$ cat src/rtl/ctrl_decode_pipe_pkg.sv
// ctrl_decode_pipe_pkg: shared encodings, state type and decode table for the ID/EX control pipe
package ctrl_decode_pipe_pkg;
    typedef enum logic [1:0] {
        MODE_ARITH  = 2'b00,
        MODE_MEM    = 2'b01,
        MODE_BRANCH = 2'b10,
        MODE_RSVD   = 2'b11
    } mode_e;

    typedef enum logic [3:0] {
        COND_EQ = 4'b0000, COND_NE = 4'b0001, COND_CS = 4'b0010, COND_CC = 4'b0011,
        COND_MI = 4'b0100, COND_PL = 4'b0101, COND_VS = 4'b0110, COND_VC = 4'b0111,
        COND_HI = 4'b1000, COND_LS = 4'b1001, COND_GE = 4'b1010, COND_LT = 4'b1011,
        COND_GT = 4'b1100, COND_LE = 4'b1101, COND_AL = 4'b1110, COND_NV = 4'b1111
    } cond_e;

    localparam logic [3:0] OP_AND = 4'b0000;
    localparam logic [3:0] OP_EOR = 4'b0001;
    localparam logic [3:0] OP_SUB = 4'b0010;
    localparam logic [3:0] OP_ADD = 4'b0100;
    localparam logic [3:0] OP_ADC = 4'b0101;
    localparam logic [3:0] OP_SBC = 4'b0110;
    localparam logic [3:0] OP_TST = 4'b1000;
    localparam logic [3:0] OP_CMP = 4'b1010;
    localparam logic [3:0] OP_ORR = 4'b1100;
    localparam logic [3:0] OP_MOV = 4'b1101;
    localparam logic [3:0] OP_MVN = 4'b1111;

    localparam logic [3:0] CMD_MOV = 4'b0001;
    localparam logic [3:0] CMD_ADD = 4'b0010;
    localparam logic [3:0] CMD_ADC = 4'b0011;
    localparam logic [3:0] CMD_SUB = 4'b0100;
    localparam logic [3:0] CMD_SBC = 4'b0101;
    localparam logic [3:0] CMD_AND = 4'b0110;
    localparam logic [3:0] CMD_ORR = 4'b0111;
    localparam logic [3:0] CMD_EOR = 4'b1000;
    localparam logic [3:0] CMD_MVN = 4'b1001;

    typedef logic [0:0] state_t;
    localparam state_t ST_IDLE     = 1'b0;
    localparam state_t ST_MEM_WAIT = 1'b1;

    typedef struct packed {
        logic [3:0] cmd;
        logic       mem_read;
        logic       mem_write;
        logic       wb_enable;
        logic       branch_taken;
        logic       status_we;
        logic       imm;
        logic       valid;
    } ctrl_t;

    localparam ctrl_t BUBBLE = '0;

    function automatic ctrl_t decode(input logic [1:0] mode, input logic [3:0] opcode,
                                     input logic s, input logic imm);
        ctrl_t c;
        c = BUBBLE;
        case (mode_e'(mode))
            MODE_ARITH: begin
                c.valid     = 1'b1;
                c.imm       = imm;
                c.wb_enable = 1'b1;
                c.status_we = s;
                case (opcode)
                    OP_MOV:  c.cmd = CMD_MOV;
                    OP_MVN:  c.cmd = CMD_MVN;
                    OP_ADD:  c.cmd = CMD_ADD;
                    OP_ADC:  c.cmd = CMD_ADC;
                    OP_SUB:  c.cmd = CMD_SUB;
                    OP_SBC:  c.cmd = CMD_SBC;
                    OP_AND:  c.cmd = CMD_AND;
                    OP_ORR:  c.cmd = CMD_ORR;
                    OP_EOR:  c.cmd = CMD_EOR;
                    OP_CMP:  begin c.cmd = CMD_SUB; c.wb_enable = 1'b0; c.status_we = 1'b1; end
                    OP_TST:  begin c.cmd = CMD_AND; c.wb_enable = 1'b0; c.status_we = 1'b1; end
                    default: c = BUBBLE;
                endcase
            end
            MODE_MEM: begin
                if (opcode == OP_ADD) begin
                    c.valid     = 1'b1;
                    c.imm       = imm;
                    c.cmd       = CMD_ADD;
                    c.mem_read  = s;
                    c.mem_write = !s;
                    c.wb_enable = s;
                end
            end
            MODE_BRANCH: begin
                c.valid        = 1'b1;
                c.branch_taken = 1'b1;
            end
            default: c = BUBBLE;
        endcase
        return c;
    endfunction
endpackage

$ cat src/rtl/ctrl_decode_pipe_cond_check.sv
// cond_check: combinational ARM condition-field evaluation against {N,Z,C,V}
module cond_check
    import ctrl_decode_pipe_pkg::*;
(
    input  logic [3:0] cond,
    input  logic [3:0] nzcv,
    output logic       pass
);
    logic n, z, c, v;
    assign {n, z, c, v} = nzcv;
    always_comb begin
        pass = 1'b0;
        case (cond_e'(cond))
            COND_EQ: pass = z;
            COND_NE: pass = !z;
            COND_CS: pass = c;
            COND_CC: pass = !c;
            COND_MI: pass = n;
            COND_PL: pass = !n;
            COND_VS: pass = v;
            COND_VC: pass = !v;
            COND_HI: pass = c && !z;
            COND_LS: pass = !c || z;
            COND_GE: pass = n == v;
            COND_LT: pass = n != v;
            COND_GT: pass = !z && (n == v);
            COND_LE: pass = z || (n != v);
            COND_AL: pass = 1'b1;
            default: pass = 1'b0;
        endcase
    end
endmodule

$ cat src/rtl/ctrl_decode_pipe.sv
// ctrl_decode_pipe: ID/EX control register with condition check, hazard/flush bubbles and memory-wait FSM
module ctrl_decode_pipe
    import ctrl_decode_pipe_pkg::*;
#(
    parameter int EXE_CMD_W   = 4,
    parameter int MEM_TIMEOUT = 16
) (
    input  logic                 clk,
    input  logic                 rst,
    input  logic                 in_valid,
    input  logic [1:0]           mode,
    input  logic [3:0]           opcode,
    input  logic                 s,
    input  logic                 imm_in,
    input  logic [3:0]           cond,
    input  logic [3:0]           nzcv,
    input  logic                 hazard,
    input  logic                 flush,
    input  logic                 mem_done,
    output logic [EXE_CMD_W-1:0] exe_cmd,
    output logic                 mem_read,
    output logic                 mem_write,
    output logic                 wb_enable,
    output logic                 branch_taken,
    output logic                 status_we,
    output logic                 imm_out,
    output logic                 out_valid,
    output logic                 stall,
    output logic                 mem_timeout
);
    state_t     state;
    logic [7:0] cnt;
    logic       pass, waiting, limit;
    ctrl_t      dec, nxt, ctrl;

    cond_check u_cond (.cond(cond), .nzcv(nzcv), .pass(pass));

    assign dec         = decode(mode, opcode, s, imm_in);
    assign waiting     = state == ST_MEM_WAIT;
    assign limit       = cnt == 8'(MEM_TIMEOUT - 1);
    assign nxt         = (flush || waiting || hazard || !in_valid || !pass) ? BUBBLE : dec;
    assign stall       = waiting || hazard;
    assign mem_timeout = waiting && limit && !mem_done && !rst;

    always_ff @(posedge clk) begin
        if (rst) begin
            state <= ST_IDLE;
            cnt   <= '0;
            ctrl  <= BUBBLE;
        end else begin
            ctrl  <= nxt;
            state <= waiting ? ((mem_done || limit) ? ST_IDLE : ST_MEM_WAIT)
                             : ((nxt.mem_read || nxt.mem_write) ? ST_MEM_WAIT : ST_IDLE);
            cnt   <= waiting ? cnt + 8'd1 : '0;
        end
    end

    assign exe_cmd      = EXE_CMD_W'(ctrl.cmd);
    assign mem_read     = ctrl.mem_read;
    assign mem_write    = ctrl.mem_write;
    assign wb_enable    = ctrl.wb_enable;
    assign branch_taken = ctrl.branch_taken;
    assign status_we    = ctrl.status_we;
    assign imm_out      = ctrl.imm;
    assign out_valid    = ctrl.valid;
endmodule

$ cat config.mk
export PLATFORM = sky130hd
export DESIGN_NAME = ctrl_decode_pipe
export DESIGN_NICKNAME = d
export VERILOG_FILES = /design/src/rtl/ctrl_decode_pipe_pkg.sv /design/src/rtl/ctrl_decode_pipe_cond_check.sv /design/src/rtl/ctrl_decode_pipe.sv
export SDC_FILE = /design/constraint.sdc
export NUM_CORES = 1
export LEC_CHECK = 0
export ABC_AREA = 1
export BUFFER_PORTS_ARGS = -buffer_cell sky130_fd_sc_hd__buf_4
export CAP_MARGIN = 10
export CORE_MARGIN = 2
export CORE_UTILIZATION = 49
export CTS_CLUSTER_SIZE = 24
export DETAILED_ROUTE_END_ITERATION = 12
export PLACE_DENSITY = 0.73
export SYNTH_ARGS = -nofsm -noshare
export SYNTH_HDL_FRONTEND = slang
export SYNTH_SLANG_ARGS = --single-unit
$ cat constraint.sdc
create_clock -name clk -period 1.4 [get_ports clk]
set_input_delay 0.14 -clock clk [delete_from_list [all_inputs] [get_ports clk]]
set_output_delay 0.14 -clock clk [all_outputs]
set_load 0.05 [all_outputs]
==> report_table.html <==
<table>
<tr><th>Metric</th><th>Value</th></tr>
<tr><th colspan="2">Worst hold path</th></tr>
<tr><td>Hold Path Sink</td><td>mem_write</td></tr>
<tr><td>Class of the most critical hold timing path</td><td>primary input to flop</td></tr>
<tr><td>Depth of the worst hold-timing path</td><td>3</td></tr>
<tr><td>Hold Startpoint</td><td>s</td></tr>
<tr><th colspan="2">Detailed routing</th></tr>
<tr><td>Number of iterations in the first detailed-routing pass</td><td>4</td></tr>
<tr><td>Average via count per standard cell</td><td>4.699</td></tr>
<tr><td>Final routed wire length divided by cell count</td><td>10.02 um</td></tr>
<tr><td>DRC Markers</td><td>0</td></tr>
<tr><td>Antenna Nets Post-Route</td><td>0</td></tr>
<tr><td>Vias after detailed routing</td><td>1156</td></tr>
<tr><td>Final wirelength</td><td>2.465 mm</td></tr>
<tr><td>Number of design-rule violations left by the first detailed-router iteration</td><td>26</td></tr>
<tr><th colspan="2">Finish</th></tr>
<tr><td>Fraction of final layout cells with drive strength greater than 1</td><td>29.36%</td></tr>
<tr><td>Footprint of the multi-input gates</td><td>646.9 sq um</td></tr>
<tr><td>Finished Core Util</td><td>71.28%</td></tr>
<tr><td>Count of filler cells inserted in the layout</td><td>197</td></tr>
<tr><td>Finished Layout Cells</td><td>246</td></tr>
<tr><td>Sequential standard cell area</td><td>402.9 sq um</td></tr>
<tr><td>Antenna diode instance count</td><td>0</td></tr>
<tr><td>Area growth from synthesis to final layout</td><td>39.66%</td></tr>
<tr><td>Net total in the final layout</td><td>242</td></tr>
<tr><th colspan="2">Pwr</th></tr>
<tr><td>Sequential share of power</td><td>46.7%</td></tr>
<tr><td>Net Switching</td><td>0.2826 mW</td></tr>
<tr><td>Power per Cell Area</td><td>789.5 mW/mm^2</td></tr>
<tr><td>Leak Pwr</td><td>0.7667 nW</td></tr>
<tr><td>Sw Ratio</td><td>23.15%</td></tr>
<tr><td>Clock network fraction of design power</td><td>38.2%</td></tr>
<tr><td>Worst vdd rail ir drop</td><td>0.4724 mV</td></tr>
<tr><td>Part of the total power dissipated in combinational logic</td><td>15.1%</td></tr>
<tr><td>Cell-internal power</td><td>0.9384 mW</td></tr>
<tr><th colspan="2">Yosys</th></tr>
<tr><td>Mapped Avg Cell Area</td><td>6.364 sq um</td></tr>
<tr><td>Commonest register cell after synthesis</td><td>sky130_fd_sc_hd__dfxtp_1</td></tr>
<tr><td>Yosys reg bits</td><td>20</td></tr>
<tr><td>Count of mapped cells out of synthesis</td><td>174</td></tr>
<tr><td>Total standard cell area after synthesis</td><td>0.001107 sq mm</td></tr>
<tr><td>Post-synth EDFFs</td><td>0</td></tr>
<tr><td>Number of warnings issued by yosys</td><td>0</td></tr>
<tr><td>Async SR Flop Fraction</td><td>0%</td></tr>
<tr><td>Post-synth cell types</td><td>25</td></tr>
<tr><td>Synthesized net count</td><td>197</td></tr>
<tr><td>Register area share after synthesis</td><td>36.16%</td></tr>
<tr><th colspan="2">Setup path</th></tr>
<tr><td>CP arrival</td><td>1.64 ns</td></tr>
<tr><td>Startpoint of the most critical setup path</td><td>cnt[0]</td></tr>
<tr><td>Cell chain of the critical path</td><td>ha_4 &gt; nand2_2 &gt; nor2_2 &gt; inv_2 &gt; nor2_2 &gt; nand4_1 &gt; nor3_4 &gt; buf_6</td></tr>
<tr><td>End of the worst register-to-register path</td><td>state</td></tr>
<tr><td>Register-to-Register Path Depth</td><td>9</td></tr>
<tr><td>Highest net fanout along the worst path</td><td>2</td></tr>
<tr><td>Maximum single-stage delay on the critical path</td><td>0.37 ns</td></tr>
<tr><td>Master of the slowest instance on the critical path</td><td>sky130_fd_sc_hd__dfxtp_2</td></tr>
<tr><td>Minimum setup slack among reg-to-reg paths</td><td>0.03 ns</td></tr>
<tr><td>Reg2Reg Launch Point</td><td>cnt[0]</td></tr>
<tr><td>Endpoint type of the worst setup path</td><td>output pin</td></tr>
<tr><td>Data required time of the worst path</td><td>1.26 ns</td></tr>
<tr><td>Critical path type</td><td>flop to output pin</td></tr>
<tr><td>Crit-path most repeated cell</td><td>sky130_fd_sc_hd__nor2_2</td></tr>
<tr><td>Type of origin of the critical path</td><td>flop</td></tr>
<tr><th colspan="2">Timing</th></tr>
<tr><td>Final-layout worst hold slack</td><td>0.08134 ns</td></tr>
<tr><td>Final worst-path setup slack</td><td>-0.3755 ns</td></tr>
<tr><td>Unrepaired setup endpoints after global routing</td><td>true</td></tr>
<tr><td>Total setup violations reported at the end of the flow</td><td>1</td></tr>
<tr><td>Final Hold Fails</td><td>0</td></tr>
<tr><td>Tightest slew margin relative to the limit</td><td>77.90%</td></tr>
<tr><td>Min Tclk post-route</td><td>1.776 ns</td></tr>
<tr><td>Actual slew at the worst max-slew pin</td><td>0.3304 ns</td></tr>
<tr><td>Pins over their slew limit</td><td>0</td></tr>
<tr><td>Final total negative setup slack</td><td>-0.3755 ns</td></tr>
<tr><td>Worst setup skew after layout</td><td>0.008521 ns</td></tr>
<tr><td>Timing-limited maximum frequency</td><td>563.2 MHz</td></tr>
<tr><td>Period utilization</td><td>126.8%</td></tr>
<tr><th colspan="2">Global routing</th></tr>
<tr><td>Wire length of the first global-routing pass</td><td>4.291 mm</td></tr>
<tr><td>Via count of the first global-routing pass</td><td>1130</td></tr>
<tr><td>Pin count of the biggest net entering global routing</td><td>13</td></tr>
<tr><td>Antenna violations before repair</td><td>0</td></tr>
<tr><td>Residual overflow from global routing</td><td>0</td></tr>
<tr><td>Total routing usage reported by global routing</td><td>21.31%</td></tr>
<tr><th colspan="2">Clocking</th></tr>
<tr><td>Quantity of hold-fixing buffers added after cts</td><td>0</td></tr>
<tr><td>TritonCTS Sinks</td><td>20</td></tr>
<tr><td>Clock insertion delay at the later pin of the skew report</td><td>0.30 ns</td></tr>
<tr><td>CTS Root Buffer Type</td><td>sky130_fd_sc_hd__clkbuf_4</td></tr>
<tr><td>Clock buffers created by TritonCTS</td><td>3</td></tr>
<tr><td>Number of levels in the clock H-tree</td><td>1</td></tr>
<tr><td>Clock slew at the register clock pins of the worst setup and hold paths</td><td>0.12 ns</td></tr>
<tr><td>CTS tree</td><td>done</td></tr>
<tr><td>Number of buffers on the longest clock path</td><td>2</td></tr>
<tr><th colspan="2">Placed design</th></tr>
<tr><td>Post-Place Setup Slack</td><td>-0.09769 ns</td></tr>
<tr><td>Gpl congestion</td><td>0.8166</td></tr>
<tr><td>DP Cell Count</td><td>240</td></tr>
<tr><td>Number of I/O port buffers</td><td>34</td></tr>
<tr><td>HPWL after DPL</td><td>2.003 mm</td></tr>
<tr><th colspan="2">Floorplanning</th></tr>
<tr><td>Core Box Area</td><td>0.002170 sq mm</td></tr>
<tr><td>Horizontal extent of the die</td><td>51.54 um</td></tr>
<tr><td>Initial core utilization</td><td>51.04%</td></tr>
<tr><td>Vert. Die Dim</td><td>51.54 um</td></tr>
<tr><td>Placement row count</td><td>17</td></tr>
<tr><td>Full die area</td><td>0.002656 sq mm</td></tr>
<tr><td>Ports</td><td>35</td></tr>
<tr><th colspan="2">Job</th></tr>
<tr><td>Max-cap violations</td><td>0</td></tr>
<tr><th colspan="2">Run status</th></tr>
<tr><td>Failing checks</td><td>setup timing</td></tr>
<tr><td>Result of the run</td><td>finished with violations</td></tr>
</table>
## state kept, by name, summed over array words and instances, names as in the netlist
signal,count
cnt,8
exe_cmd,4
branch_taken,1
imm_out,1
mem_read,1
mem_write,1
out_valid,1
state,1
status_we,1
wb_enable,1
## stage by stage
| step | total power [mW] | cell area [sq um] |
|---|---|---|
| after floorplan | 0.6874 | 1119 |
| after global placement | 0.7628 | 1439 |
| after detailed placement | 0.7671 | 1439 |
| after CTS | 1.232 | 1560 |
| after global routing | 1.280 | 1546 |
| final | 1.221 | 1546 |
## worst max-delay path, delay by kind of cell (launching register included)
kind,cells,cell delay (ns)
adder cells (fa/ha/maj),1,0.14
buffers and inverters,2,0.23
flip-flops,1,0.37
AND/OR/NAND/NOR,5,0.61
## power groups by stage
stage | combinational, mW | sequential, mW | clock (mW)
floorplan | 0.101 | 0.587 | 0
global placement | 0.180 | 0.583 | 0
detailed placement | 0.184 | 0.583 | 0
CTS | 0.185 | 0.570 | 0.477
global route | 0.208 | 0.570 | 0.501
finish | 0.184 | 0.570 | 0.467
## cells in the final DEF, fill, tap and decap left out
master                      synthesis  layout
sky130_fd_sc_hd__nand2_1           42      40
sky130_fd_sc_hd__buf_4              0      39
sky130_fd_sc_hd__nor2_1            36      34
sky130_fd_sc_hd__inv_1             25      24
sky130_fd_sc_hd__dfxtp_1           20      18
sky130_fd_sc_hd__nand3_1           13      13
sky130_fd_sc_hd__o21ai_0            6       6
sky130_fd_sc_hd__nand2_2            2       4
sky130_fd_sc_hd__nor2_2             2       4
sky130_fd_sc_hd__a21oi_1            4       4
sky130_fd_sc_hd__inv_2              2       3
sky130_fd_sc_hd__clkbuf_4           0       3
sky130_fd_sc_hd__nand4_1            2       2
sky130_fd_sc_hd__nor3_4             0       2
sky130_fd_sc_hd__o211ai_1           2       2
sky130_fd_sc_hd__nor3_1             4       2
sky130_fd_sc_hd__nand3b_1           2       2
sky130_fd_sc_hd__xor2_1             2       2
sky130_fd_sc_hd__dfxtp_2            0       2
sky130_fd_sc_hd__or2_4              1       1
sky130_fd_sc_hd__clkinv_1           1       1
sky130_fd_sc_hd__a211oi_4           1       1
sky130_fd_sc_hd__nand2_4            1       1
sky130_fd_sc_hd__o21a_1             1       1
sky130_fd_sc_hd__nand3_2            1       1
sky130_fd_sc_hd__or2_1              1       1
sky130_fd_sc_hd__o21ai_1            1       1
sky130_fd_sc_hd__o21bai_1           1       1
sky130_fd_sc_hd__ha_4               0       1
sky130_fd_sc_hd__bufinv_16          0       1
sky130_fd_sc_hd__buf_6              0       1
## cell type report
class	instances	share of cell area, %
timing repair buffer	40	19.66
clock inverter	1	1.942
clock buffer	3	1.456
sequential	20	26.05
tap	28	2.265
multi-input combinational	126	41.83
inverter	28	6.796
## worst max path at each step
stage                  endpoint  cells past startpoint
CTS                 mem_timeout                      8
finish              mem_timeout                      8
global placement    mem_timeout                      8
detailed placement  mem_timeout                      8
floorplan           mem_timeout                      7
global route        mem_timeout                      8
## Yosys cell counts, types with 2 or more instances
| cell | number | area (sq um) |
|---|---|---|
| sky130_fd_sc_hd__nand2_2 | 2 | 12.51 |
| sky130_fd_sc_hd__nor3_1 | 4 | 20.02 |
| sky130_fd_sc_hd__o211ai_1 | 2 | 15.01 |
| sky130_fd_sc_hd__nand3b_1 | 2 | 15.01 |
| sky130_fd_sc_hd__a21oi_1 | 4 | 20.02 |
| sky130_fd_sc_hd__nand2_1 | 42 | 157.7 |
| sky130_fd_sc_hd__o21ai_0 | 6 | 30.03 |
| sky130_fd_sc_hd__xor2_1 | 2 | 17.52 |
| sky130_fd_sc_hd__nor2_1 | 36 | 135.1 |
| sky130_fd_sc_hd__dfxtp_1 | 20 | 400.4 |
| sky130_fd_sc_hd__inv_2 | 2 | 7.510 |
| sky130_fd_sc_hd__nand3_1 | 13 | 65.06 |
| sky130_fd_sc_hd__nand4_1 | 2 | 12.51 |
| sky130_fd_sc_hd__inv_1 | 25 | 93.84 |
| sky130_fd_sc_hd__nor2_2 | 2 | 12.51 |
## kinds of logic after synthesis
family / Yosys count / synth area share, %
DFF: 20 / 36.16
and+or+nand+nor: 107 / 42.15
adders and majority gates: 1 / 1.130
buffers and inverters: 28 / 9.491
AOI/OAI and AO/OA: 16 / 9.491
xor gates and xnor gates: 2 / 1.582
## layer usage
metal / part of all wire [%] / global-route usage (%)
met1: 43 / 23.95
met4: 1.1 / 7.895
met5: 0 / 0
met2: 53 / 39.53
met3: 3.7 / 4.023
## timing repair
item,in CTS,in global routing
pin swaps,3,4
setup endpoints to repair,2,4
gates resized for setup,9,3
setup buffers,6,1
(Power assumes the default switching activity.)
